`src/rtl/addr_sequencer_if.sv`:
```
// Control/handshake bundle for addr_sequencer.
// Carries loop_i only when ADDR_SEQUENCER_LOOP_EN is defined.
interface addr_sequencer_if #(
   parameter int WORD_LENGTH  = 16,
   parameter int STRIDE_WIDTH = 4
);
   logic                    start_i;
   logic                    abort_i;
   logic [WORD_LENGTH-1:0]  base_i;
   logic [WORD_LENGTH-1:0]  count_i;
   logic [STRIDE_WIDTH-1:0] stride_i;
   logic                    down_i;
   logic                    ready_i;
`ifdef ADDR_SEQUENCER_LOOP_EN
   logic                    loop_i;
`endif
   logic                    valid_o;
   logic [WORD_LENGTH-1:0]  addr_o;
   logic                    last_o;
   logic                    busy_o;
   logic                    done_o;

   modport master (
`ifdef ADDR_SEQUENCER_LOOP_EN
      output loop_i,
`endif
      output start_i, abort_i, base_i, count_i, stride_i, down_i, ready_i,
      input  valid_o, addr_o, last_o, busy_o, done_o
   );

   modport slave (
`ifdef ADDR_SEQUENCER_LOOP_EN
      input  loop_i,
`endif
      input  start_i, abort_i, base_i, count_i, stride_i, down_i, ready_i,
      output valid_o, addr_o, last_o, busy_o, done_o
   );
endinterface

```
`src/rtl/addr_sequencer.sv`:
```
// Burst address generator: base/count/stride/direction over valid/ready.
// Optional continuous looping mode enabled by ADDR_SEQUENCER_LOOP_EN.
module addr_sequencer #(
   parameter int WORD_LENGTH  = 16,
   parameter int STRIDE_WIDTH = 4
) (
   input logic             clock_i,
   input logic             reset_i,
   addr_sequencer_if.slave bus
);

   typedef enum logic [1:0] {
      IDLE = 2'd0,
      RUN  = 2'd1,
      DONE = 2'd2
   } state_t;

   state_t                  state, state_next;
   logic [WORD_LENGTH-1:0]  addr, addr_next;
   logic [WORD_LENGTH-1:0]  remaining, remaining_next;
   logic [STRIDE_WIDTH-1:0] stride, stride_next;
   logic                    down, down_next;
   logic                    valid, valid_next;
   logic [WORD_LENGTH-1:0]  step;
   logic [WORD_LENGTH-1:0]  addr_stepped;
   logic                    handshake;
`ifdef ADDR_SEQUENCER_LOOP_EN
   logic [WORD_LENGTH-1:0]  base, base_next;
   logic [WORD_LENGTH-1:0]  count, count_next;
   logic                    loop, loop_next;
   logic                    pass, pass_next;
`endif

   assign step         = WORD_LENGTH'(stride);
   assign addr_stepped = down ? (addr - step) : (addr + step);
   assign handshake    = valid && bus.ready_i;

   always_ff @(posedge clock_i) begin
      if (reset_i) begin
         state     <= IDLE;
         addr      <= '0;
         remaining <= '0;
         stride    <= '0;
         down      <= 1'b0;
         valid     <= 1'b0;
`ifdef ADDR_SEQUENCER_LOOP_EN
         base      <= '0;
         count     <= '0;
         loop      <= 1'b0;
         pass      <= 1'b0;
`endif
      end else begin
         state     <= state_next;
         addr      <= addr_next;
         remaining <= remaining_next;
         stride    <= stride_next;
         down      <= down_next;
         valid     <= valid_next;
`ifdef ADDR_SEQUENCER_LOOP_EN
         base      <= base_next;
         count     <= count_next;
         loop      <= loop_next;
         pass      <= pass_next;
`endif
      end
   end

   always_comb begin
      state_next     = state;
      addr_next      = addr;
      remaining_next = remaining;
      stride_next    = stride;
      down_next      = down;
      valid_next     = valid;
`ifdef ADDR_SEQUENCER_LOOP_EN
      base_next      = base;
      count_next     = count;
      loop_next      = loop;
      pass_next      = 1'b0;
`endif
      case (state)
         IDLE, DONE: begin
            if (bus.start_i) begin
               stride_next = bus.stride_i;
               down_next   = bus.down_i;
`ifdef ADDR_SEQUENCER_LOOP_EN
               base_next   = bus.base_i;
               count_next  = bus.count_i;
               loop_next   = bus.loop_i;
`endif
               if (bus.count_i != '0) begin
                  state_next     = RUN;
                  addr_next      = bus.base_i;
                  remaining_next = bus.count_i;
                  valid_next     = 1'b1;
               end else begin
                  // empty burst: completion pulse without any beat
                  state_next     = DONE;
                  remaining_next = '0;
                  valid_next     = 1'b0;
               end
            end else begin
               state_next = IDLE;
            end
         end

         RUN: begin
            if (bus.abort_i) begin
               state_next     = IDLE;
               valid_next     = 1'b0;
               remaining_next = '0;
            end else if (handshake) begin
               if (remaining == WORD_LENGTH'(1)) begin
`ifdef ADDR_SEQUENCER_LOOP_EN
                  if (loop) begin
                     // reload without a bubble; done marks the new pass
                     addr_next      = base;
                     remaining_next = count;
                     pass_next      = 1'b1;
                  end else begin
                     state_next     = DONE;
                     valid_next     = 1'b0;
                     remaining_next = '0;
                  end
`else
                  state_next     = DONE;
                  valid_next     = 1'b0;
                  remaining_next = '0;
`endif
               end else begin
                  addr_next      = addr_stepped;
                  remaining_next = remaining - WORD_LENGTH'(1);
               end
            end
         end

         default: begin
            state_next     = IDLE;
            valid_next     = 1'b0;
            remaining_next = '0;
         end
      endcase
   end

   assign bus.valid_o = valid;
   assign bus.addr_o  = addr;
   assign bus.last_o  = valid && (remaining == WORD_LENGTH'(1));
   assign bus.busy_o  = (state == RUN);
`ifdef ADDR_SEQUENCER_LOOP_EN
   assign bus.done_o  = (state == DONE) || pass;
`else
   assign bus.done_o  = (state == DONE);
`endif

endmodule

```
`src/flat_wrapper.sv`:
```
// flat-port wrapper written by rule: the top's interface ports become plain ports
module addr_sequencer_flat 
#(
   parameter int WORD_LENGTH  = 16,
   parameter int STRIDE_WIDTH = 4
)
  (clock_i, reset_i, bus_start_i, bus_abort_i, bus_base_i, bus_count_i, bus_stride_i, bus_down_i, bus_ready_i, bus_valid_o, bus_addr_o, bus_last_o, bus_busy_o, bus_done_o);
  addr_sequencer_if #(.WORD_LENGTH(WORD_LENGTH), .STRIDE_WIDTH(STRIDE_WIDTH)) bus_i ();
  input logic clock_i;
  input logic reset_i;
  input wire logic [$bits(bus_i.start_i)-1:0] bus_start_i;
  input wire logic [$bits(bus_i.abort_i)-1:0] bus_abort_i;
  input wire logic [$bits(bus_i.base_i)-1:0] bus_base_i;
  input wire logic [$bits(bus_i.count_i)-1:0] bus_count_i;
  input wire logic [$bits(bus_i.stride_i)-1:0] bus_stride_i;
  input wire logic [$bits(bus_i.down_i)-1:0] bus_down_i;
  input wire logic [$bits(bus_i.ready_i)-1:0] bus_ready_i;
  output wire logic [$bits(bus_i.valid_o)-1:0] bus_valid_o;
  output wire logic [$bits(bus_i.addr_o)-1:0] bus_addr_o;
  output wire logic [$bits(bus_i.last_o)-1:0] bus_last_o;
  output wire logic [$bits(bus_i.busy_o)-1:0] bus_busy_o;
  output wire logic [$bits(bus_i.done_o)-1:0] bus_done_o;
  assign bus_i.start_i = bus_start_i;
  assign bus_i.abort_i = bus_abort_i;
  assign bus_i.base_i = bus_base_i;
  assign bus_i.count_i = bus_count_i;
  assign bus_i.stride_i = bus_stride_i;
  assign bus_i.down_i = bus_down_i;
  assign bus_i.ready_i = bus_ready_i;
  assign bus_valid_o = bus_i.valid_o;
  assign bus_addr_o = bus_i.addr_o;
  assign bus_last_o = bus_i.last_o;
  assign bus_busy_o = bus_i.busy_o;
  assign bus_done_o = bus_i.done_o;
  addr_sequencer #(.WORD_LENGTH(WORD_LENGTH), .STRIDE_WIDTH(STRIDE_WIDTH)) u_core (.clock_i(clock_i), .reset_i(reset_i), .bus(bus_i));
endmodule
```
`config.mk`:
```
export PLATFORM = sky130hd
export DESIGN_NAME = addr_sequencer_flat
export DESIGN_NICKNAME = d
export VERILOG_FILES = /design/src/rtl/addr_sequencer_if.sv /design/src/rtl/addr_sequencer.sv /design/src/flat_wrapper.sv
export SDC_FILE = /design/constraint.sdc
export NUM_CORES = 1
export LEC_CHECK = 0
export CAP_MARGIN = 0
export CELL_PAD_IN_SITES_DETAIL_PLACEMENT = 1
export CELL_PAD_IN_SITES_GLOBAL_PLACEMENT = 1
export CORE_ASPECT_RATIO = 1.1
export CORE_UTILIZATION = 41
export CTS_CLUSTER_SIZE = 14
export DETAILED_ROUTE_END_ITERATION = 8
export GPL_TIMING_DRIVEN = 0
export PLACE_DENSITY_LB_ADDON = 0.05
export SYNTH_ARGS = -nofsm -noshare
export SYNTH_HDL_FRONTEND = slang
export SYNTH_SLANG_ARGS = --single-unit
```
`constraint.sdc`:
```
create_clock -name clock_i -period 5.2 [get_ports clock_i]
set_input_delay 1.04 -clock clock_i [delete_from_list [all_inputs] [get_ports clock_i]]
set_output_delay 1.04 -clock clock_i [all_outputs]
set_load 0.02 [all_outputs]
```
# Word-level counts from Yosys, hierarchy flattened
# Cells that the tools add are included.
[word_totals]
ff_bits = 40
inputBits = 42
output_inout_bits = 20
word_cells = 55
[classes]
n_addsub = 3
n_eq_ne = 10
n_mux = 25
reduce_logical = 11
[op_table]
columns = ["op", "n"]
rows = [
  ["$mux W16", 11],
  ["$pmux W16 S2", 2],
  ["$add A16 B4 Y16", 1],
  ["$eq A16 B1 Y1 const B", 1],
  ["$reduce_bool A16 Y1", 1],
  ["$sub A16 B1 Y16 const B", 1],
  ["$sub A16 B4 Y16", 1],
  ["$mux W2", 5],
  ["$ne A2 B2 Y1 const B", 3],
  ["$ne A3 B2 Y1 const B", 2],
  ["$reduce_and A2 Y1", 3],
  ["$reduce_and A6 Y1", 1],
  ["$mux W1", 5],
  ["$ne A2 B1 Y1 const B", 2],
  ["$pmux W2 S2", 1],
  ["$reduce_and A3 Y1", 1],
  ["$eq A2 B1 Y1 const B", 1],
  ["$eq A2 B2 Y1 const B", 1],
  ["$logic_and A1 B1 Y1", 2],
  ["$logic_not A2 Y1", 1],
  ["$pmux W1 S2", 1],
  ["$reduce_bool A2 Y1", 1],
  ["$reduce_or A2 Y1", 1],
]

# Depth between registers and ports, before layout
# Gate-level depths: netlist of run 1.
[logic_depth]
depth_word = 6
depth_mapped = 12
ltp_nobuf = 11

# Least setup slack after synthesis of run 1
# OpenSTA, ideal clock, no wires.
[synth_timing]
path_type = "register -> register"
start = "register u_core.stride[0]"
end = "register u_core.addr[14], in the netlist u_core.bus.addr_o[14]"
setup_ps = 86
t_arrival_ps = 2365
required_time_ps = 5114
setup_slack_ps = 2749
path_stages_with_launch = 11
path_buffers = 0
period_less_slack_ps = 2451
cell_sequence = "dfxtp_1 nor3_1 ha_1 mux2i_1 ha_1 and3_1 a22o_1 a31o_2 a21oi_1 o311ai_0 a221oi_2"
[synth_between]
elab_chain_len = 6
elab_cells_between_ends = 7
cone_classes = "2 x add/sub; 5 x mux"
[synth_lines]
columns = ["item", "line", "rtl"]
rows = [
  ["start: declaration", "addr_sequencer.sv:21", "logic [STRIDE_WIDTH-1:0] stride, stride_next;"],
  ["start signal: assignment", "addr_sequencer.sv:56", "stride <= stride_next;"],
  ["$add A16 B4 Y16 or $sub A16 B4 Y16 (tied branches)", "addr_sequencer.sv:35", "assign addr_stepped = down ? (addr - step) : (addr + step);"],
  ["$mux W16 *", "addr_sequencer.sv:35", ""],
  ["$mux W16 *", "addr_sequencer.sv:113", "if (remaining == WORD_LENGTH'(1)) begin"],
  ["$mux W16 *", "addr_sequencer.sv:112", "end else if (handshake) begin"],
  ["$mux W16 *", "addr_sequencer.sv:108", "if (bus.abort_i) begin"],
  ["$pmux W16 S2 *", "addr_sequencer.sv:81", "case (state)"],
  ["end signal: assignment", "addr_sequencer.sv:54", "addr <= addr_next;"],
  ["end: declaration", "addr_sequencer.sv:19", "logic [WORD_LENGTH-1:0] addr, addr_next;"],
]
# Every way passes the cells marked *; elsewhere a longest branch is shown, timed or not. The select of a mux whose other input is x is not followed.
# A chain may end at the register's enable or synchronous reset.

# Worst setup path after layout of run 1
[layout_timing]
start = "register u_core.remaining[4]"
end = "output bus_last_o"
[layout_between]
elab_chain_len = 2
[layout_lines]
columns = ["item", "line", "rtl"]
rows = [
  ["start: declaration", "addr_sequencer.sv:20", "logic [WORD_LENGTH-1:0] remaining, remaining_next;"],
  ["start signal: assignment", "addr_sequencer.sv:55", "remaining <= remaining_next;"],
  ["$eq A16 B1 Y1", "addr_sequencer.sv:147", "assign bus.last_o = valid && (remaining == WORD_LENGTH'(1));"],
  ["$logic_and A1 B1 Y1", "addr_sequencer.sv:147", ""],
  ["end: declaration", "flat_wrapper.sv:20", "output wire logic [$bits(bus_i.last_o)-1:0] bus_last_o;"],
]
# Every way passes these cells.

==> impl_metrics.tcl, run 1 <==
set metrics [dict create \
    grt_pass1_vias 3268 \
    timing.final.crit_share 0.645 \
    first_pass_iters 4 \
    drv_slew 0 \
    grt_pass1_wl_um 15900 \
    portBuffers 60 \
    final_cell_mix "60 x clkdlybuf4s50_1, 46 x nand2_1, 40 x dfxtp_1" \
    worst_skew_pair.late_latency_ps 310 \
    setup_tns_ps 0 \
    avgSynthCellArea_um2 7.84 \
    antenna_found_initial 0 \
    worstHoldStart "u_core.bus.addr_o[2]" \
    dieWidth_um 83.5 \
    nets 514 \
    synth_edf_count 0 \
    grt.overflow.total 0 \
    final_layout_size_suffix_gt1_frac 0.0600 \
    wl_per_cell_um 17.7 \
    die_area_um2 7650 \
    outcome "finished clean" \
    yosysWarnings 0 \
    cts_inserted_buffers 5 \
    htreeDepth 2 \
    synth_area_um2 2990 \
    rrSetupSlack_ps 2230 \
    core_um2 7050 \
    syn2layout_area_growth_pct 27.7 \
    ys_seq_area_frac 0.267 \
    setup_viol 0 \
    dp.cells 527 \
    ys_ff_latch 40 \
    gp_congestion 0.864 \
    fp.dieH_um 91.6 \
    cts_resized 0 \
    finalWirelength_um 9480 \
    drtIter0Drc 120 \
    finish.instance_area_um2 3820 \
    post-dp-hpwl_um 7350 \
    cts_tree "done" \
    root_buffer "clkbuf_8" \
    startpoint_type "flip-flop" \
    rsz0062_at_grt "no" \
    cp.buffers_inverters 1 \
    stdcell_count 535 \
    synth.top_cell.area_share 0.267 \
    clk_pin_slew_ps 90 \
    period_needed_ps 3350 \
    reg2reg_to "u_core.bus.addr_o[15]" \
    slowest_delay_ps 610 \
    clock_path_buffers 2 \
    antenna_left 0 \
    synth_nets 447 \
    crit_type "flip-flop to output port" \
    synth_cell_types 58 \
    drv_cap 0 \
    diodes 0 \
    slew_headroom 0.484 \
    end_kind "output port" \
    fin_skew_ps 8.02 \
    final_hold_viol_count 0 \
    post_dp_cell_area_um2 3700 \
    ios 62 \
    numClockSinks 40 \
    yosys.area.top_type "dfxtp_1" \
    postCtsHoldBufs 0 \
    reg2reg_from "u_core.stride[0]" \
    worst_slew_pin_slew_ps 772 \
    synth_area_leaders "dfxtp_1 27%, ha_1 9.2%, nand2_1 5.8%, a21oi_1 4.8%, o21ai_0 4.8%" \
    crit_fanout 7 \
    max_freq_mhz 298 \
    p_leak_uw 0.00147 \
    worstHoldEndpoint "u_core.bus.addr_o[2]" \
    critPathTopFamily "simple AND/OR/NAND/NOR gates" \
    post_cts_buffers 0 \
    powerDensity_nw_per_um2 296 \
    syn-instance-count 382 \
    ir_worst_vdd_mv 0.158 \
    ys.flop_type "dfxtp_1" \
    drcViolationCount 0 \
    crit_slowest_cell "clkdlybuf4s50_1" \
    async_flop_share 0 \
    hold_class "flip-flop to flip-flop" \
    required_ps 4160 \
    num_vias 3135 \
    min_path_cells 2 \
    cp_cell_sequence "or4_4 > nor3_2 > and4_1 > clkdlybuf4s50_1" \
    grt_usage 0.259 \
    holdWs_ps 484 \
    grt_max_degree 14 \
    layout.cells.most_common "clkdlybuf4s50_1" \
    arrival_ps 2310 \
    start_util 0.425 \
    r2r_cells 9 \
    rows 32 \
    vias_per_cell 5.86 \
]
cells in the mapped netlist (all sizes together) (3+ instances only):
library cell,n
a21oi,29
and2,3
nor3,9
clkbuf,14
a22oi,14
o21ai,35
a21o,4
nand3,4
ha,22
o2bb2ai,3
a31o,3
nor2,35
mux2i,4
nand2b,3
nand4,4
inv,12
xnor2,13
and4,5
dfxtp,40
a22o,9
a211oi,3
buf,4
and3,4
xor2,5
nor4,10
nor3b,3
nor2b,3
a311oi,3
nand2,47
a31oi,8
o21a,4
per-stage QoR:
step,worst slack (ps),power [µW],utilization
floorplan,2750,702,-
global placement,1880,840,0.525
detailed placement,1870,854,0.525
CTS,1840,1140,0.542
global route,1690,1210,0.542
finish,1850,1130,0.542
state kept, by name (all words and copies together), names as in the netlist:
name / cells
u_core.bus.addr_o: 16
u_core.stride: 4
u_core.state: 2
u_core.down: 1
u_core.bus.valid_o: 1
u_core.remaining: 16
cell families (layout without fill, tap and decap cells):
family | Yosys count | after routing | synth area share
and+or+nand+nor | 136 | 136 | 0.239
xor gates and xnor gates | 18 | 18 | 0.0527
muxes | 4 | 4 | 0.0134
AOI/OAI and AO/OA | 131 | 131 | 0.288
adders and majority gates | 23 | 23 | 0.0986
DFF | 40 | 40 | 0.267
buffers and inverters | 30 | 98 | 0.0414
how the worst max path moves through the flow:
stage	from	endpoint	slack [ps]	depth (start not counted)
after global placement	bus_count_i[8]	u_core.remaining[7]	1880	8
final	u_core.remaining[4]	bus_last_o	1850	4
after detailed placement	bus_count_i[8]	u_core.remaining[7]	1870	8
after CTS	u_core.remaining[4]	bus_last_o	1840	4
after global routing	u_core.remaining[4]	bus_last_o	1690	4
after floorplan	u_core.stride[0]	u_core.bus.addr_o[14]	2750	10
report_power, final:
| group | internal [µW] | switching (µW) | total, µW |
|---|---|---|---|
| registers | 332 | 31.2 | 363 |
| logic | 220 | 267 | 487 |
| clock network | 157 | 126 | 283 |
metal layers:
layer / wire [µm] / vias to the layer above / GRT usage
li1: - / 1554 / -
met1: 3990 / 1498 / 0.296
met2: 4970 / 72 / 0.492
met3: 352 / 11 / 0.0360
met4: 167 / 0 / 0.0819
met5: 0 / - / 0
tightest hold or removal path, stage by stage, from the launching register on:
cell	delay, ps
dfxtp_1	340
nand2_1	60
a21oi_1	50
layout make-up:
cell class / instances / area, µm²
buffer: 18 / 78.8
clock buffer: 6 / 82.6
clock inverter: 2 / 38.8
fill: 871 / 3220
inverter: 12 / 45.0
multi-input combinational: 312 / 2070
sequential: 40 / 801
tap: 85 / 106
timing repair buffer: 60 / 601
No activity file was read; power rests on OpenSTA's default activity.
==> inputs of run 2 (changes only) <==
- CORE_UTILIZATION: 41 -> 38
- clock period: 5.2 -> 3.51 ns (I/O delays scaled with it)
==> impl_metrics.tcl, run 2 (synthesis results as in run 1) <==
set metrics [dict create \
    outcome "finished clean" \
    fp.dieH_um 95.1 \
    layout.cells.most_common "clkdlybuf4s50_1" \
    period_needed_ps 3010 \
    arrival_ps 2310 \
    finalPower_uw 1670 \
    rrSetupSlack_ps 610 \
    clock_path_buffers 2 \
    grt_usage 0.251 \
    ios 62 \
    postCtsHoldBufs 0 \
    antenna_found_initial 0 \
    syn2layout_area_growth_pct 28.3 \
    first_pass_iters 4 \
    core_um2 7560 \
    slew_headroom 0.514 \
    drv_cap 0 \
    nFillCells 948 \
    crit_type "flip-flop to output port" \
    crit_slowest_cell "or4_4" \
    slowest_delay_ps 600 \
    gp_congestion 0.850 \
    min_path_cells 1 \
    grt_max_degree 15 \
    worstHoldEndpoint "u_core.remaining[15]" \
    worstHoldStart "u_core.remaining[15]" \
    required_ps 2810 \
    nets 514 \
    clk_pin_slew_ps 90 \
    numClockSinks 40 \
    max_freq_mhz 332 \
    root_buffer "clkbuf_8" \
    cts_tree "done" \
    cp.buffers_inverters 1 \
    cts_resized 0 \
    crit_fanout 7 \
    grt_pass1_wl_um 15700 \
    die_area_um2 8240 \
    post-dp-hpwl_um 7560 \
    cts_inserted_buffers 5 \
    grtUsageMet2 0.503 \
    vias_per_cell 5.68 \
    r2r_cells 9 \
    wl_per_cell_um 17.6 \
    timing.final.crit_share 0.858 \
    final_layout_size_suffix_gt1_frac 0.0600 \
    setup_tns_ps 0 \
    drtIter0Drc 96 \
    setup_viol 0 \
    powerDensity_nw_per_um2 435 \
    antenna_left 0 \
    critPathTopFamily "simple AND/OR/NAND/NOR gates" \
    finalWirelength_um 9760 \
    end_kind "output port" \
    final_cell_mix "60 x clkdlybuf4s50_1, 46 x nand2_1, 40 x dfxtp_1" \
    grtUsageMet3 0.0312 \
    rsz0062_at_grt "no" \
    drcViolationCount 0 \
    holdWs_ps 491 \
    start_util 0.396 \
    post_cts_buffers 0 \
    portBuffers 60 \
    p_leak_uw 0.00147 \
    fin_skew_ps 7.81 \
    reg2reg_from "u_core.stride[0]" \
    ir_worst_vdd_mv 0.213 \
    reg2reg_to "u_core.bus.addr_o[15]" \
    worst_slew_pin_slew_ps 727 \
    drv_slew 0 \
    diodes 0 \
    rows 33 \
    num_vias 3150 \
    busiest_layer "met2" \
    grt.overflow.total 0 \
    grt_pass1_vias 3179 \
    htreeDepth 2 \
    startpoint_type "flip-flop" \
    worst_skew_pair.late_latency_ps 310 \
    use_met1 0.276 \
    cp_cell_sequence "or4_4 > nor3_2 > and4_1 > clkdlybuf4s50_1" \
    final_hold_viol_count 0 \
    hold_class "flip-flop to flip-flop" \
    dieWidth_um 86.6 \
]
-- run 2: cell count changes in the layout (fill, tap and decap cells not counted), sizes merged --
cell | previous run | this run
clkinv | 1 | 0
clkinvlp | 0 | 1
inv | 12 | 13
clkbuf | 20 | 19
-- run 2: worst reg2reg max path: stages, from the launching register on --
cell and delay, ps:
dfxtp_1 390, inv_1 60, ha_1 200, a21o_1 270, ha_1 420, a2111o_1 450
o21ai_1 400, o31ai_1 220, xnor2_1 170, o211a_1 220
-- run 2: worst max path at each step --
stage | to | cells past startpoint | start | slack (ps)
finish | bus_last_o | 4 | u_core.remaining[4] | 500
global route | bus_last_o | 4 | u_core.remaining[4] | 390
CTS | bus_last_o | 4 | u_core.remaining[4] | 480
detailed placement | u_core.remaining[8] | 8 | bus_count_i[0] | 500
global placement | u_core.remaining[7] | 8 | bus_count_i[8] | 530
floorplan | u_core.bus.addr_o[14] | 10 | u_core.stride[0] | 1060
-- run 2: cell type report --
class | instances | area (µm²) | share of cell area
flip-flops and latches | 40 | 801 | 0.208
repair buffers | 60 | 601 | 0.156
clock inverters | 3 | 46.3 | 0.0121
clock buffers | 5 | 68.8 | 0.0179
plain buffers | 18 | 78.8 | 0.0205
well taps | 105 | 131 | 0.0342
multi-input cells | 312 | 2070 | 0.539
inverters | 12 | 45.0 | 0.0117
-- run 2: per-layer routing --
| layer | up-vias | wire length, µm |
|---|---|---|
| met4 | 0 | 119 |
| met5 | - | 0 |
| li1 | 1551 | - |
| met1 | 1534 | 4150 |
| met2 | 53 | 5250 |
| met3 | 12 | 242 |
-- run 2: report_power, final --
part | internal, µW | switching (µW)
combinational | 325 | 400
clock | 215 | 195
sequential | 491 | 46.2
total | 1030 | 641
-- run 2: metrics by stage --
| step | util | cell area, µm² | worst slack, ps | instances |
|---|---|---|---|---|
| 6_report | 0.508 | 3840 | 498 | 555 |
| 5_1_grt | 0.508 | 3840 | 391 | 555 |
| 4_1_cts | 0.508 | 3840 | 481 | 555 |
| 3_5_place_dp | 0.493 | 3730 | 495 | 547 |
| 3_3_place_gp | 0.493 | 3730 | 533 | 547 |
| 2_1_floorplan | - | 2990 | 1060 | 382 |
